File: src/rtl/pe_operand_loader.sv
// rtl/pe_operand_loader.sv - Sequential operand loader/settle/capture front end for the combinational FP PE
// Optional feature macro: PE_LOADER_NAN_FLAG_EN (adds out_nan, captured alongside out_result).
module pe_operand_loader #(
  parameter int N      = 2,
  parameter int SETTLE = 4
) (
  input  logic            clk,
  input  logic            rst_n,
  input  logic            in_valid,
  output logic            in_ready,
  input  logic [31:0]     in_a,
  input  logic [31:0]     in_b,
  input  logic            abort,
  output logic [N*32-1:0] pe_a,
  output logic [N*32-1:0] pe_b,
  input  logic [31:0]     pe_result,
  output logic            out_valid,
  input  logic            out_ready,
  output logic [31:0]     out_result,
`ifdef PE_LOADER_NAN_FLAG_EN
  output logic            out_nan,
`endif
  output logic            busy
);

  localparam int IW = (N > 1) ? $clog2(N) : 1;

  typedef enum logic [1:0] {S_LOAD, S_WAIT, S_OUT} state_e;

  state_e          state_q;
  logic [IW-1:0]   idx_q;
  logic [7:0]      cnt_q;
  logic [N*32-1:0] pe_a_q;
  logic [N*32-1:0] pe_b_q;
  logic [31:0]     out_result_q;
  logic            out_valid_q;

  assign in_ready   = (state_q == S_LOAD);
  assign busy       = (state_q != S_LOAD);
  assign pe_a       = pe_a_q;
  assign pe_b       = pe_b_q;
  assign out_valid  = out_valid_q;
  assign out_result = out_result_q;

`ifdef PE_LOADER_NAN_FLAG_EN
  logic nan_in_q;
  logic out_nan_q;
  assign out_nan = out_nan_q;

  function automatic logic is_nan(input logic [31:0] f);
    return (f[30:23] == 8'hFF) && (f[22:0] != 23'd0);
  endfunction
`endif

  always_ff @(posedge clk or negedge rst_n) begin
    if (!rst_n) begin
      state_q      <= S_LOAD;
      idx_q        <= '0;
      cnt_q        <= '0;
      pe_a_q       <= '0;
      pe_b_q       <= '0;
      out_result_q <= '0;
      out_valid_q  <= 1'b0;
`ifdef PE_LOADER_NAN_FLAG_EN
      nan_in_q     <= 1'b0;
      out_nan_q    <= 1'b0;
`endif
    end else begin
      case (state_q)
        S_LOAD: begin
          // abort outranks a simultaneous handshake: the offered pair is dropped
          if (abort) begin
            idx_q <= '0;
`ifdef PE_LOADER_NAN_FLAG_EN
            nan_in_q <= 1'b0;
`endif
          end else if (in_valid) begin
            pe_a_q[32*idx_q +: 32] <= in_a;
            pe_b_q[32*idx_q +: 32] <= in_b;
`ifdef PE_LOADER_NAN_FLAG_EN
            if (idx_q == '0) nan_in_q <= is_nan(in_a) | is_nan(in_b);
            else             nan_in_q <= nan_in_q | is_nan(in_a) | is_nan(in_b);
`endif
            if (idx_q == IW'(N-1)) begin
              idx_q   <= '0;
              cnt_q   <= 8'(SETTLE-1);
              state_q <= S_WAIT;
            end else begin
              idx_q <= idx_q + 1'b1;
            end
          end
        end
        S_WAIT: begin
          if (abort) begin
            idx_q   <= '0;
            state_q <= S_LOAD;
`ifdef PE_LOADER_NAN_FLAG_EN
            nan_in_q <= 1'b0;
`endif
          end else if (cnt_q == 8'd0) begin
            out_result_q <= pe_result;
            out_valid_q  <= 1'b1;
            state_q      <= S_OUT;
`ifdef PE_LOADER_NAN_FLAG_EN
            out_nan_q    <= is_nan(pe_result) | nan_in_q;
`endif
          end else begin
            cnt_q <= cnt_q - 8'd1;
          end
        end
        S_OUT: begin
          // pending result must drain; abort has no effect here
          if (out_ready) begin
            out_valid_q <= 1'b0;
            state_q     <= S_LOAD;
          end
        end
        default: state_q <= S_LOAD;
      endcase
    end
  end

endmodule
File: config.mk
export PLATFORM = sky130hd
export DESIGN_NAME = pe_operand_loader
export DESIGN_NICKNAME = d
export VERILOG_FILES = /design/src/rtl/pe_operand_loader.sv
export SDC_FILE = /design/constraint.sdc
export NUM_CORES = 1
export LEC_CHECK = 0
export BUFFER_PORTS_ARGS = -buffer_cell sky130_fd_sc_hd__clkbuf_2
export CORE_UTILIZATION = 49
export DETAILED_ROUTE_END_ITERATION = 10
export HOLD_SLACK_MARGIN = 0.15
export PLACE_DENSITY = 0.8
export SLEW_MARGIN = 20
export SYNTH_ARGS = -nofsm -noshare
export SYNTH_HDL_FRONTEND = slang
export SYNTH_SLANG_ARGS = --single-unit
File: constraint.sdc
create_clock -name clk -period 2.5 [get_ports clk]
set_input_delay 0.5 -clock clk [delete_from_list [all_inputs] [get_ports clk]]
set_output_delay 0.5 -clock clk [all_outputs]
set_load 0.1 [all_outputs]
==> results of run 1 <==
-- routing by layer --
| layer | global-route usage (%) | routed length [um] |
|---|---|---|
| met1 | 26.0 | 6150 |
| met2 | 38.0 | 7790 |
| met3 | 7.38 | 1120 |
| met4 | 9.14 | 355 |
| met5 | 0 | 0 |
-- logic make-up after synthesis --
group | Yosys count
buf+inv | 26
fa+ha+maj | 2
mux | 167
flops | 172
simple gates | 23
compound gates | 19
-- worst max-delay path by stage --
stage	endpoint	slack [ps]
2_1_floorplan	out_result[10]$_DFFE_PN0P_	350
3_3_place_gp	out_result[10]$_DFFE_PN0P_	240
3_5_place_dp	out_result[15]$_DFFE_PN0P_	180
4_1_cts	out_result[13]$_DFFE_PN0P_	170
5_1_grt	out_result[13]$_DFFE_PN0P_	90
6_report	out_result[13]$_DFFE_PN0P_	160
-- metrics by stage --
step / cells / area, um2 / util, % / worst slack (ps)
2_1_floorplan: 409 / 6760 / - / 348
3_3_place_gp: 838 / 8290 / 62.1 / 242
3_5_place_dp: 838 / 8290 / 62.1 / 180
4_1_cts: 871 / 8960 / 67.1 / 175
5_1_grt: 871 / 8960 / 67.1 / 94.5
6_report: 871 / 8960 / 67.1 / 164
-- flip-flops by register name, indices dropped and copies added (netlist names) --
name / count
pe_a: 64
pe_b: 64
out_result: 32
cnt_q: 8
state_q: 2
idx_q: 1
out_valid: 1
-- layout by cell type (no fill, tap or decap), drive strengths merged --
cell type    count
or3b             2
a21boi           1
nor2b            1
dlygate4sd3      1
ha               2
inv              6
clkinv           3
a21oi            2
nor3             2
a21o             2
nand2            2
clkinvlp         1
bufinv           5
or2              1
nor2             2
o21ai            9
a2bb2oi          1
buf             11
nand2b           1
nor4b            2
clkbuf         285
o21bai           1
or4              3
or4b             2
or3              2
mux2           160
o211ai           3
mux2i            7
dfrtp          172
nor3b            3
-- cell type report --
| class | count | area share [%] |
|---|---|---|
| Timing Repair Buffer | 274 | 16.3 |
| Multi-Input combinational cell | 211 | 25.6 |
| Clock inverter | 9 | 2.05 |
| Inverter | 6 | 0.251 |
| Clock buffer | 23 | 5.33 |
| Tap cell | 176 | 2.46 |
| Sequential cell | 172 | 48.0 |
-- Yosys cell counts --
cell type,n
a21boi_0,1
a21o_1,2
a21oi_1,2
a2bb2oi_1,1
buf_12,3
buf_2,9
buf_6,2
clkbuf_1,6
dfrtp_1,172
ha_1,2
inv_1,6
mux2_2,132
mux2_4,28
mux2i_1,7
nand2_1,2
nand2b_1,1
nor2_1,2
nor2b_1,1
nor3_1,2
nor3b_1,3
nor4b_1,2
o211ai_1,3
o21ai_0,9
o21bai_1,1
or2_2,1
or3_1,1
or3_4,1
or3b_2,2
or4_1,1
or4_2,1
or4_4,1
or4b_1,1
or4b_2,1
-- critical path, stage by stage, from the launching register on --
cell and delay (ps):
dfrtp_1 430, inv_1 100, ha_1 180, or3b_2 500
or3_4 610, mux2_4 380
-- repair_timing --
action                                 4_1_cts  5_1_grt
hold buffers                                 1        0
buffers inserted                             0        0
endpoints found under the hold margin       61        0
==> results.ini, run 1 <==
[worst_hold_path]
hp-start=out_ready
hold_class=primary input to flip-flop
min_to=state_q[1]$_DFFE_PN0P_
holdPathStages=2

[timing]
fin_crit_sh_pct=93.4
fmax_mhz=428
finalSetupViolCount=0
maxSlewViolCount=0
rsz0062_at_grt=false
fin_crit_ps=2340
setup_tns_ps=0
tightestPinTransition_ps=646
whs_ps=299
slew_headroom_pct=57.0
hold_viol=0
finClkSkew_ps=6.04

[synth]
ys_seq_area_share_pct=63.7
yosysTopAreaCellShare_pct=63.7
yosysUniqueCellTypes=33
ys_ff_latch=172
synthMuxAreaShare_pct=29.2
synth_top_area_cell=dfrtp_1
synthAdderAreaFrac_pct=0.370
syn-cell-area_um2=6760
synth_compound_area_share_pct=1.72
synth.avg_cell_area_um2=16.5
yosys.area_share.simple_pct=2.46
mappedNetlistNets=512
yosys_warnings=0
syn_inst=409
synth_top_family_by_area=multiplexers
ys_top_cells_by_area=dfrtp_1 (64%), mux2_2 (22%), mux2_4 (6.2%)
synthXorXnorAreaFrac_pct=0

[global_route]
grt_pass1_wl_um=24300
grt_overflow=0
grt_max_degree=67
first_global_vias=4621
grt.total_usage_pct=22.4
antenna_found_initial=0

[die]
rows=42
coreArea_um2=13300
die_area_um2=14300
fp.dieW_um=119
io_pins=264
die_h_um=119
initial_core_util_pct=50.7

[critical_path]
reg2reg_from=cnt_q[0]$_DFFE_PN0P_
rr_endpoint=out_result[13]$_DFFE_PN0P_
crit_fanout=34
start_kind=flip-flop
critPathKind=flip-flop to flip-flop
r2r_slack_ps=160
cp_data_required_time_ps=2800
cp.arrival_ps=2630
startpoint=cnt_q[0]$_DFFE_PN0P_
reg2regPathDepth=5
cp-end-kind=flip-flop

[clock_network]
cts_buffers=17
htreeDepth=4
path_clk_slew_ps=60
clk_path_buf_depth=2
cts_tree=yes
ctsResizeCount=0
root_buffer=clkbuf_16
clock-sinks=172
clock_latency_ps=420

[detailed_routing]
vias=4479
drc=0
antenna_left=0
via_per_inst=5.14
drtIter0Drc=223
wl_per_cell_um=17.7
drtPass1Iterations=4
drt-total-wl_um=15400

[layout]
final-seq-area_um2=4300
final_nets=785
multi_input_area_um2=2290
fillers=947
area_growth_pct=32.5
diodes=0
drive_gt1_share_pct=67.8

[place]
place_congestion=0.821
io_buffers=263
dp_hpwl_um=11200

[job]
max_cap_violations=0

[run_status]
status=finished clean

Power of run 1 is not shown: default switching activity piles up to over one toggle a cycle in this logic, so the estimate is an artifact.
==> run 2: changes to the inputs <==
--- a/config.mk
+++ b/config.mk
@@ -9,7 +9,8 @@
 export CORE_UTILIZATION = 49
 export DETAILED_ROUTE_END_ITERATION = 10
 export HOLD_SLACK_MARGIN = 0.15
-export PLACE_DENSITY = 0.8
+export PLACE_DENSITY = 0.84
+export RECOVER_POWER = 50
 export SLEW_MARGIN = 20
 export SYNTH_ARGS = -nofsm -noshare
 export SYNTH_HDL_FRONTEND = slang
==> results.ini, run 2 (synthesis gave the netlist of run 1 again) <==
[clock_network]
cts_buffers=17  ; unchanged
clock-sinks=172  ; unchanged
clock_latency_ps=410  ; was 420 ps
root_buffer=clkbuf_16  ; unchanged
htreeDepth=4  ; unchanged
cts_tree=yes  ; unchanged
path_clk_slew_ps=60  ; about the same
postCtsSetupRepairBufs=0  ; unchanged
clk_path_buf_depth=2  ; unchanged

[die]
rows=42  ; unchanged
coreArea_um2=13300  ; unchanged
fp.dieW_um=119  ; unchanged
die_h_um=119  ; unchanged
io_pins=264  ; unchanged
initial_core_util_pct=50.7  ; unchanged
die_area_um2=14300  ; unchanged

[place]
io_buffers=263  ; unchanged
dp_hpwl_um=10900  ; was 11200 um
place_congestion=0.774  ; was 0.821
dp_slack_ps=166  ; was 180 ps
placed_cells=835  ; was 838

[layout]
most-common-layout-cells=clkbuf_2 (183), dfrtp_1 (172), mux2_2 (132)  ; was clkbuf_2 (262), dfrtp_1 (172), mux2_2 (132)
fillers=995  ; was 947
final_nets=782  ; was 785
utilization_pct=65.6  ; was 67.1%
area_growth_pct=29.6  ; was 32.5%
diodes=0  ; unchanged
drive_gt1_share_pct=56.1  ; was 67.8%
final_common_cell=clkbuf_2  ; unchanged
final-instance-count-excl-fill=864  ; was 871

[detailed_routing]
met3_length_um=1050  ; was 1120 um
via_per_inst=5.13  ; was 5.14
drt-total-wl_um=14800  ; was 15400 um
wl_per_cell_um=17.2  ; was 17.7 um
vias=4435  ; was 4479
drtPass1Iterations=4  ; unchanged
met1_length_um=5810  ; was 6150 um
wl_met2_um=7680  ; was 7790 um
drtIter0Drc=240  ; was 223
top_layer=met4  ; unchanged
drc=0  ; unchanged
antenna_left=0  ; unchanged

[worst_hold_path]
hp-start=out_ready  ; unchanged
hold_class=primary input to flip-flop  ; unchanged

[critical_path]
start_kind=flip-flop  ; unchanged
cp-end-kind=flip-flop  ; unchanged
reg2reg_from=cnt_q[0]$_DFFE_PN0P_  ; unchanged
startpoint=cnt_q[0]$_DFFE_PN0P_  ; unchanged
critPathKind=flip-flop to flip-flop  ; unchanged
cp_data_required_time_ps=2800  ; about the same
crit_fanout=34  ; unchanged
cp.arrival_ps=2660  ; was 2630 ps

[job]
max_cap_violations=0  ; unchanged

[global_route]
first_global_vias=4627  ; was 4621
grt.total_usage_pct=21.5  ; was 22.4%
grt_pass1_wl_um=23500  ; was 24300 um
grt_max_degree=76  ; was 67
antenna_found_initial=0  ; unchanged
grt_overflow=0  ; unchanged

[timing]
maxSlewViolCount=0  ; unchanged
rsz0062_at_grt=false  ; unchanged
setup_tns_ps=0  ; unchanged
fin_crit_ps=2360  ; was 2340 ps
slew_headroom_pct=18.6  ; was 57.0%
finalSetupViolCount=0  ; unchanged
hold_viol=0  ; unchanged
fmax_mhz=423  ; was 428 MHz
fin_crit_sh_pct=94.5  ; was 93.4%
finClkSkew_ps=6.19  ; was 6.04 ps
worst_slack_ps=137  ; was 164 ps
tightestPinTransition_ps=1230  ; was 646 ps

[run_status]
status=finished clean  ; unchanged

-- run 2: cell types whose count changed in the layout (fill, tap and decap cells not counted) --
| cell | before | now |
|---|---|---|
| clkbuf_2 | 262 | 183 |
| clkinv_2 | 0 | 2 |
| clkinv_4 | 3 | 1 |
| clkbuf_1 | 3 | 81 |
| buf_4 | 6 | 2 |
| bufinv_16 | 5 | 3 |
-- run 2: stage by stage --
step / hold WS [ps] / instance area, um2
after global placement: 422 / 8280
after global routing: 271 / 8760
after detailed placement: 435 / 8280
final: 290 / 8760
after CTS: 273 / 8880
after floorplan: 204 / 6760
-- run 2: repair_timing --
action | 4_1_cts | 5_1_grt
gates resized for setup | 0 | 0
endpoints found under the hold margin | 37 | 0
setup endpoints to repair | 0 | 0
hold buffers | 1 | 0
-- run 2: metal layers --
| metal | vias to the layer above | global-route usage, % |
|---|---|---|
| li1 | 1991 | - |
| met1 | 2228 | 25.4 |
| met2 | 191 | 36.6 |
| met3 | 25 | 7.09 |
| met4 | 0 | 7.81 |
| met5 | - | 0 |
-- run 2: final timing paths --
kind                       slack (ps)                   endpoint  cells after the start
setup reg to reg                  140  out_result[3]$_DFFE_PN0P_                      5
hold / removal                    290     state_q[1]$_DFFE_PN0P_                      2
setup / recovery                  140  out_result[3]$_DFFE_PN0P_                      5
hold reg to reg                   500       pe_b[62]$_DFFE_PN0P_                      1
max in group asynchronous         560        pe_a[7]$_DFFE_PN0P_                      3
min in group asynchronous         790       pe_a[20]$_DFFE_PN0P_                      2
-- run 2: cell type report --
class                   instances  area (um2)  area share (%)
flip-flops and latches        172        4300            49.1
multi-input cells             211        2290            26.2
repair buffers                271        1330            15.2
clock buffers                  21         470            5.37
well taps                     176         220            2.51
clock inverters                 7         116            1.33
inverters                       6        22.5           0.257
-- run 2: critical path, stage by stage (launching register included) --
cell,delay (ps)
dfrtp_1,430
inv_1,100
ha_1,190
or3b_2,510
or3_4,610
mux2_4,390
Power of run 2 is left out for the same reason.
==> run 3: changes to the inputs <==
--- a/config.mk
+++ b/config.mk
@@ -5,6 +5,7 @@
 export SDC_FILE = /design/constraint.sdc
 export NUM_CORES = 1
 export LEC_CHECK = 0
+export ABC_AREA = 1
 export BUFFER_PORTS_ARGS = -buffer_cell sky130_fd_sc_hd__clkbuf_2
 export CORE_UTILIZATION = 49
 export DETAILED_ROUTE_END_ITERATION = 10
==> results.ini, run 3 <==
[place]
place_congestion=0.774  ; about the same
placed_cell_area_um2=8380  ; was 8280 um2
dp_slack_ps=761  ; was 166 ps
dp_hpwl_um=11400  ; was 10900 um
io_buffers=263  ; unchanged
placed_cells=1130  ; was 835

[timing]
rsz0062_at_grt=false  ; unchanged
fin_crit_sh_pct=80.6  ; was 94.5%
setup_tns_ps=0  ; unchanged
tightestPinTransition_ps=993  ; was 1230 ps
worst_slack_ps=485  ; was 137 ps
finalSetupViolCount=0  ; unchanged
hold_viol=0  ; unchanged
slew_headroom_pct=33.8  ; was 18.6%
maxSlewViolCount=0  ; unchanged
fin_crit_ps=2020  ; was 2360 ps
fmax_mhz=496  ; was 423 MHz
finClkSkew_ps=6.56  ; was 6.19 ps

[detailed_routing]
via_per_inst=4.92  ; was 5.13
vias=5703  ; was 4435
drc=0  ; unchanged
drtPass1Iterations=5  ; was 4
antenna_left=0  ; unchanged
drtIter0Drc=352  ; was 240
wl_per_cell_um=14.0  ; was 17.2 um
drt-total-wl_um=16200  ; was 14800 um

[layout]
final-instance-count-excl-fill=1160  ; was 864
design_area_um2=8790  ; was 8760 um2
area_growth_pct=25.2  ; was 29.6%
final_nets=1073  ; was 782
drive_gt1_share_pct=32.2  ; was 56.1%
most-common-layout-cells=clkbuf_2 (265), nand2_1 (215), dfrtp_1 (172)  ; was clkbuf_2 (183), dfrtp_1 (172), mux2_2 (132)
diodes=0  ; unchanged
final_common_cell=clkbuf_2  ; unchanged

[synth]
synth_edf_count=0  ; unchanged
syn_inst=713  ; was 409
yosysUniqueCellTypes=27  ; was 33
ys_top_cells_by_area=dfrtp_1 (61%), nand2_1 (11%), o21ai_2 (4.7%)  ; was dfrtp_1 (64%), mux2_2 (22%), mux2_4 (6.2%)
mappedNetlistNets=816  ; was 512
synth-main-ff-cell=dfrtp_1  ; unchanged
ys_seq_area_share_pct=61.3  ; was 63.7%
yosys_warnings=0  ; unchanged
synth-async-reset-ratio_pct=100  ; unchanged
ys_ff_latch=172  ; unchanged
synth.avg_cell_area_um2=9.85  ; was 16.5 um2
ys_top_cells_by_count=nand2_1 (214), dfrtp_1 (172), inv_1 (81)  ; was dfrtp_1 (172), mux2_2 (132), mux2_4 (28)
yosysMostFrequentCell=nand2_1  ; was dfrtp_1
synth_top_area_cell=dfrtp_1  ; unchanged
syn-cell-area_um2=7020  ; was 6760 um2
yosysTopAreaCellShare_pct=61.3  ; was 63.7%

[worst_hold_path]
min_to=out_result[1]$_DFFE_PN0P_  ; was state_q[1]$_DFFE_PN0P_
hold_class=primary input to flip-flop  ; unchanged
holdPathStages=3  ; was 2
hp-start=pe_result[1]  ; was out_ready

[critical_path]
rr_endpoint=pe_a[53]$_DFFE_PN0P_  ; was out_result[3]$_DFFE_PN0P_
cp_data_required_time_ps=2000  ; was 2800 ps
r2r_slack_ps=560  ; was 140 ps
startpoint=state_q[0]$_DFFE_PN0P_  ; was cnt_q[0]$_DFFE_PN0P_
start_kind=flip-flop  ; unchanged
crit_fanout=4  ; was 34
reg2reg_from=state_q[0]$_DFFE_PN0P_  ; was cnt_q[0]$_DFFE_PN0P_
critPathKind=flip-flop to primary output  ; was flip-flop to flip-flop
reg2regPathDepth=4  ; was 5
cp.arrival_ps=1520  ; was 2660 ps
cp-end-kind=primary output  ; was flip-flop

[clock_network]
clk_path_buf_depth=2  ; unchanged
clock_latency_ps=420  ; was 410 ps
cts_buffers=17  ; unchanged
postCtsSetupRepairBufs=0  ; unchanged
htreeDepth=4  ; unchanged
cts_tree=yes  ; unchanged
path_clk_slew_ps=60  ; about the same
root_buffer=clkbuf_16  ; unchanged
clock-sinks=172  ; unchanged

[global_route]
antenna_found_initial=0  ; unchanged
first_global_vias=5438  ; was 4627
grt_max_degree=123  ; was 76
grt.total_usage_pct=22.6  ; was 21.5%
grt_overflow=0  ; unchanged
grt_pass1_wl_um=25800  ; was 23500 um

[die]
io_pins=264  ; unchanged
die_h_um=122  ; was 119 um
initial_core_util_pct=50.4  ; was 50.7%
die_area_um2=14800  ; was 14300 um2
rows=43  ; was 42
coreArea_um2=13900  ; was 13300 um2
fp.dieW_um=122  ; was 119 um

[job]
max_cap_violations=0  ; unchanged

[run_status]
status=finished clean  ; unchanged

run 3: cell count changes after synthesis, moves of 41 or more:
cell,delta
inv_1,+75
nand2_1,+212
mux2_2,-132
o21ai_1,+41
o21ai_0,+48
run 3: worst max path at each step:
stage	to	slack, ps
3_5_place_dp	pe_b[14]$_DFFE_PN0P_	760
5_1_grt	pe_b[37]$_DFFE_PN0P_	300
6_report	in_ready	480
4_1_cts	in_ready	400
3_3_place_gp	pe_a[42]$_DFFE_PN0P_	800
2_1_floorplan	busy	430
run 3: worst max-delay path: stages, from the launching register on:
cell and delay [ps]:
dfrtp_1 430, nor2_4 180, clkbuf_2 480
run 3: cell type report:
| class | count | area [um2] |
|---|---|---|
| multi-input combinational | 422 | 1960 |
| timing repair buffer | 275 | 1410 |
| clock buffer | 22 | 454 |
| fill | 1151 | 5140 |
| sequential | 172 | 4300 |
| tap | 180 | 225 |
| clock inverter | 7 | 141 |
| inverter | 82 | 308 |
run 3: what timing repair did:
action                                 4_1_cts  5_1_grt
endpoints found under the hold margin       56        0
resized for setup                            0        0
hold buffers                                 1        0
run 3: logic make-up after synthesis:
logic type | count (synthesis) | synth area share [%]
adders and majority gates | 2 | 0.356
xor gates and xnor gates | 3 | 0.374
AOI/OAI and AO/OA | 140 | 12.1
DFF | 172 | 61.3
and+or+nand+nor | 277 | 16.7
buffers and inverters | 119 | 9.16
run 3: layer usage:
metal  global-route usage, %  wire length (um)
met2                    37.7              8000
met1                    26.5              6690
met5                       0                 0
met4                    11.1               530
met3                    6.69              1010
run 3: metrics by stage:
| step | hold slack (ps) | utilization (%) |
|---|---|---|
| floorplan | 204 | - |
| CTS | 287 | 64.5 |
| detailed placement | 457 | 60.2 |
| finish | 303 | 63.1 |
| global route | 297 | 63.1 |
| global placement | 453 | 60.2 |
Power of run 3 is left out for the same reason.
